$ cat config.mk
export PLATFORM = sky130hd
export DESIGN_NAME = booth_r4_seq_mult
export DESIGN_NICKNAME = d
export VERILOG_FILES = /design/src/rtl/booth_r4_seq_mult.sv
export SDC_FILE = /design/constraint.sdc
export NUM_CORES = 1
export LEC_CHECK = 0
export CAP_MARGIN = 20
export CORE_UTILIZATION = 47
export DETAILED_ROUTE_END_ITERATION = 7
export MAX_ROUTING_LAYER = met4
export PLACE_DENSITY = 0.77
export SLEW_MARGIN = 20
export SYNTH_ARGS = -nofsm -noshare
export SYNTH_HDL_FRONTEND = slang
export SYNTH_SLANG_ARGS = --single-unit
$ cat constraint.sdc
create_clock -name clk -period 3.3 [get_ports clk]
set_clock_uncertainty 0.05 [all_clocks]
set_input_delay 0.66 -clock clk [delete_from_list [all_inputs] [get_ports clk]]
set_output_delay 0.66 -clock clk [all_outputs]
set_load 0.02 [all_outputs]
$ cat src/rtl/booth_r4_seq_mult.sv
// Sequential radix-4 Booth multiplier.
// A {acc, mplier} register is scanned two bits per cycle. The current triplet
// {b[2i+1], b[2i], b[2i-1]} yields the Booth controls X2/A/S. These select
// +-M, +-2M or 0, which is added into the upper W+2 bits. The whole register
// then shifts right arithmetically by two.
//
// Handshake: a transfer happens on a rising edge where valid & ready are both
// high. in_ready is high only in IDLE. out_valid is high only in DONE, and
// out_prod is held stable until the out transfer completes.
module booth_r4_seq_mult #(
  parameter int W = 8
) (
  input  logic           clk,
  input  logic           rst,
  input  logic           in_valid,
  output logic           in_ready,
  input  logic [W-1:0]   in_mcand,
  input  logic [W-1:0]   in_mplier,
  output logic           out_valid,
  input  logic           out_ready,
  output logic [2*W-1:0] out_prod,
  output logic           enc_x2,
  output logic           enc_a,
  output logic           enc_s
);

  localparam int STEPS = W / 2;
  localparam int CW    = (STEPS > 1) ? $clog2(STEPS) : 1;
  localparam logic [CW-1:0] LAST_STEP = CW'(STEPS - 1);

  typedef enum logic [1:0] {
    IDLE = 2'd0,
    RUN  = 2'd1,
    DONE = 2'd2
  } state_t;

  state_t          state_q, state_d;
  logic [W-1:0]    mcand_q, mcand_d;
  logic [W+1:0]    acc_q, acc_d;
  logic [W-1:0]    mplier_q, mplier_d;
  logic            bm1_q, bm1_d;
  logic [CW-1:0]   step_q, step_d;

  logic [2:0]      trip;
  logic [W+1:0]    mag;
  logic [W+1:0]    pp;
  logic [W+1:0]    sum;
  logic [2*W+1:0]  shifted;

  // Booth encoding of the current triplet; active only while stepping
  always_comb begin
    trip   = {mplier_q[1:0], bm1_q};
    enc_x2 = 1'b0;
    enc_a  = 1'b0;
    enc_s  = 1'b0;
    if (state_q == RUN) begin
      enc_x2 = (trip == 3'b100) | (trip == 3'b011);
      enc_a  = ~trip[2] & (trip[1] | trip[0]);
      enc_s  = trip[2] & ~(trip[1] & trip[0]);
    end
  end

  // Partial-product mux, accumulate, and arithmetic shift right by two
  always_comb begin
    if (enc_x2) mag = {mcand_q[W-1], mcand_q, 1'b0};
    else        mag = {{2{mcand_q[W-1]}}, mcand_q};
    if (enc_s)      pp = -mag;
    else if (enc_a) pp = mag;
    else            pp = '0;
    sum     = acc_q + pp;
    shifted = {sum[W+1], sum[W+1], sum, mplier_q[W-1:2]};
  end

  // Next-state and register updates for the IDLE/RUN/DONE controller
  always_comb begin
    state_d  = state_q;
    mcand_d  = mcand_q;
    acc_d    = acc_q;
    mplier_d = mplier_q;
    bm1_d    = bm1_q;
    step_d   = step_q;
    case (state_q)
      IDLE: begin
        if (in_valid) begin
          mcand_d  = in_mcand;
          mplier_d = in_mplier;
          bm1_d    = 1'b0;
          acc_d    = '0;
          step_d   = '0;
          state_d  = RUN;
        end
      end
      RUN: begin
        acc_d    = shifted[2*W+1:W];
        mplier_d = shifted[W-1:0];
        bm1_d    = mplier_q[1];
        step_d   = step_q + 1'b1;
        if (step_q == LAST_STEP) state_d = DONE;
      end
      DONE: begin
        if (out_ready) state_d = IDLE;
      end
      default: state_d = IDLE;
    endcase
  end

  // State register with synchronous reset
  always_ff @(posedge clk) begin
    if (rst) begin
      state_q  <= IDLE;
      mcand_q  <= '0;
      acc_q    <= '0;
      mplier_q <= '0;
      bm1_q    <= 1'b0;
      step_q   <= '0;
    end else begin
      state_q  <= state_d;
      mcand_q  <= mcand_d;
      acc_q    <= acc_d;
      mplier_q <= mplier_d;
      bm1_q    <= bm1_d;
      step_q   <= step_d;
    end
  end

  // After the final shift the product sits in the low 2W bits of {acc, mplier}
  assign in_ready  = (state_q == IDLE);
  assign out_valid = (state_q == DONE);
  assign out_prod  = {acc_q[W-1:0], mplier_q};

endmodule
==> out/qor.yml <==
dp_cells: 358
maxSlewViolCount: 0
reg2reg_from: "mplier_q[0]"
clock-root-buffer: "clkbuf_8"
cp.arrival_ps: 3440
netlist_top_cells_count: "nand2_1 (57), dfxtp_1 (29), a21oi_1 (23)"
endpoint: "acc_q[5]"
synthFlopType: "dfxtp_1"
grt-ovfl-total: 0
async_reset_ff_share_pct: 0
area_growth_pct: 36.2
ys_seq_area_share_pct: 28.6
netlist_area_sq_um: 2030
cts_max_level: 2
wirelength_um: 5750
tns_ps: -9.79
io_buffer_count: 40
io_pins: 41
n_antenna_cell: 0
vias_per_cell: 5.79
clock-sinks: 29
fin_crit_sh_pct: 100
p_clk_share_pct: 35.4
max-vdd-ir-drop_uv: 284
yosysWarnings: 0
violations: "negative setup slack"
dp_hpwl_um: 3640
p_switching_uw: 312
yosysTopAreaCell: "dfxtp_1"
p_leak_nw: 1.11
cts_made_buffers: 5
r2r-end: "acc_q[5]"
final_area_sq_um: 2770
clkTransAtPathRegs_ps: 70
ys_types: 50
n_fill_cell: 343
outcome: "finished with violations"
p_comb_share_pct: 25.2
tightest_slew_ps: 812
syn-num-nets: 312
fin_ws_ps: -9.79
synth-seq-cells: 29
core_area_sq_um: 4090
place_ws_ps: 15.0
fp.dieH_um: 67.8
maxSlewHeadroom_pct: 45.7
fin_cells: 371
hp-class: "reg -> reg"
r2r_setup_slack_ps: -10
clockBufferDepth: 2
avgSynthCellArea_sq_um: 7.28
finalNetCount: 353
postCtsHoldBufs: 0
post-route-min-period_ps: 3310
yosys.area.top_type_share_pct: 28.6
wl_per_cell_um: 15.5
p_int_uw: 704
antenna_found_initial: 0
pwr-share-seq_pct: 39.3
firstDrtPassIters: 5
synth_edf_count: 0
cp-startpoint: "mplier_q[0]"
drc: 0
grt_setup_unrepaired: "yes"
max_freq_ghz: 0.302
switching_share_pct: 30.7
cts_tree: "built"
finalPower_mw: 1.02
dieArea_sq_um: 4590
die_w_um: 67.8
grt_max_degree: 25
rr_worst_depth: 15
cp_max_fo: 3
power.density_nw_per_um2: 367
critical_path_required_ps: 3430
setup_violations: 1
synth.most_common_cell: "nand2_1"
fp-row-count: 23
place.gp.congestion: 0.853
synth_area_leaders: "dfxtp_1 (29%), nand2_1 (11%), ha_1 (7.4%), a21oi_1 (5.7%), o21ai_0 (3.9%)"
insertion_delay_ps: 290
post_dp_cell_area_sq_um: 2490
grt_pass1_wl_um: 8720
hold_violations: 0
start_kind: "register"
grt_usage_pct: 26.6
first_iter_violations: 197
start_util_pct: 49.7
antenna_left: 0
worstSetupPathType: "reg -> reg"
grt_pass1_vias: 1834
vias: 2149
drv_cap: 0
drive_above_1_share_pct: 16.8
synthCells: 279
crit_path_end_kind: "register"
[cell usage in the layout (no fill, tap or decap), types with 8 or more instances in the layout]
| cell type | n |
|---|---|
| nor2_1 | 20 |
| a21oi_1 | 20 |
| nand2_1 | 57 |
| nand3_1 | 10 |
| clkdlybuf4s50_1 | 40 |
| o21ai_0 | 12 |
| ha_1 | 9 |
| inv_1 | 8 |
| dfxtp_1 | 27 |
| buf_4 | 18 |
[registers in the layout (all words and copies together) (netlist names)]
| register | cells |
|---|---|
| mplier_q | 8 |
| state_q | 2 |
| step_q | 2 |
| acc_q | 8 |
| bm1_q | 1 |
| mcand_q | 8 |
[stage by stage]
stage | util (%) | hold slack, ps
floorplan | - | 402
global placement | 61.0 | 412
detailed placement | 61.0 | 416
CTS | 63.9 | 425
global route | 67.7 | 466
finish | 67.7 | 422
[power groups by stage]
stage	clock, mW	sequential [mW]	combinational, mW
2_1_floorplan	0	0.406	0.144
3_3_place_gp	0	0.404	0.233
3_5_place_dp	0	0.405	0.235
4_1_cts	0.363	0.397	0.237
5_1_grt	0.379	0.403	0.279
6_report	0.360	0.400	0.256
[worst max-delay path: stages (launching register included)]
cell and delay, ps:
dfxtp_4 340, or3b_4 380, a21o_1 230, mux2i_2 260, ha_2 280, nand2_1 90
o31ai_2 180, a21oi_1 110, o22ai_2 200, ha_4 190, o21ai_2 60, a32oi_2 270
a21o_1 180, a21oi_2 60, xnor2_1 120, a22o_1 190
[layout make-up]
cell class | instances | area (sq um) | share of cell area (%)
Inverter | 9 | 35.0 | 1.27
Sequential cell | 29 | 586 | 21.2
Multi-Input combinational cell | 217 | 1440 | 51.9
Clock buffer | 8 | 111 | 4.02
Tap cell | 50 | 62.6 | 2.26
Timing Repair Buffer | 58 | 536 | 19.3
[kinds of logic (layout without fill, tap and decap cells)]
group	after synthesis	after routing	synth area share [%]
and+or+nand+nor	115	115	25.4
AOI/OAI and AO/OA	78	78	25.9
buffers and inverters	33	75	6.96
DFF	29	29	28.6
adders and majority gates	13	13	8.37
xor gates and xnor gates	9	9	3.88
muxes	2	2	0.985
[routing by layer]
layer / global-route usage, % / wire (um)
met5: - / 0
met4: 9.57 / 163
met3: 7.94 / 447
met2: 39.6 / 2610
met1: 33.7 / 2520
[worst min path at each step]
stage,start,endpoint,slack [ps],cells past startpoint
3_5_place_dp,step_q[1],step_q[1],420,2
4_1_cts,step_q[1],step_q[1],420,2
3_3_place_gp,step_q[1],step_q[1],410,2
5_1_grt,step_q[1],step_q[1],470,2
2_1_floorplan,step_q[1],step_q[1],400,2
6_report,step_q[1],step_q[1],420,2
[what timing repair did]
action | 4_1_cts | 5_1_grt
endpoints found under the hold margin | 0 | 0
gates cloned | 0 | 0
buffers inserted | 0 | 5
setup endpoints to repair | 1 | 5
pin swaps | 0 | 17
gates resized for setup | 1 | 26
Power figures use the tool's default switching activity.
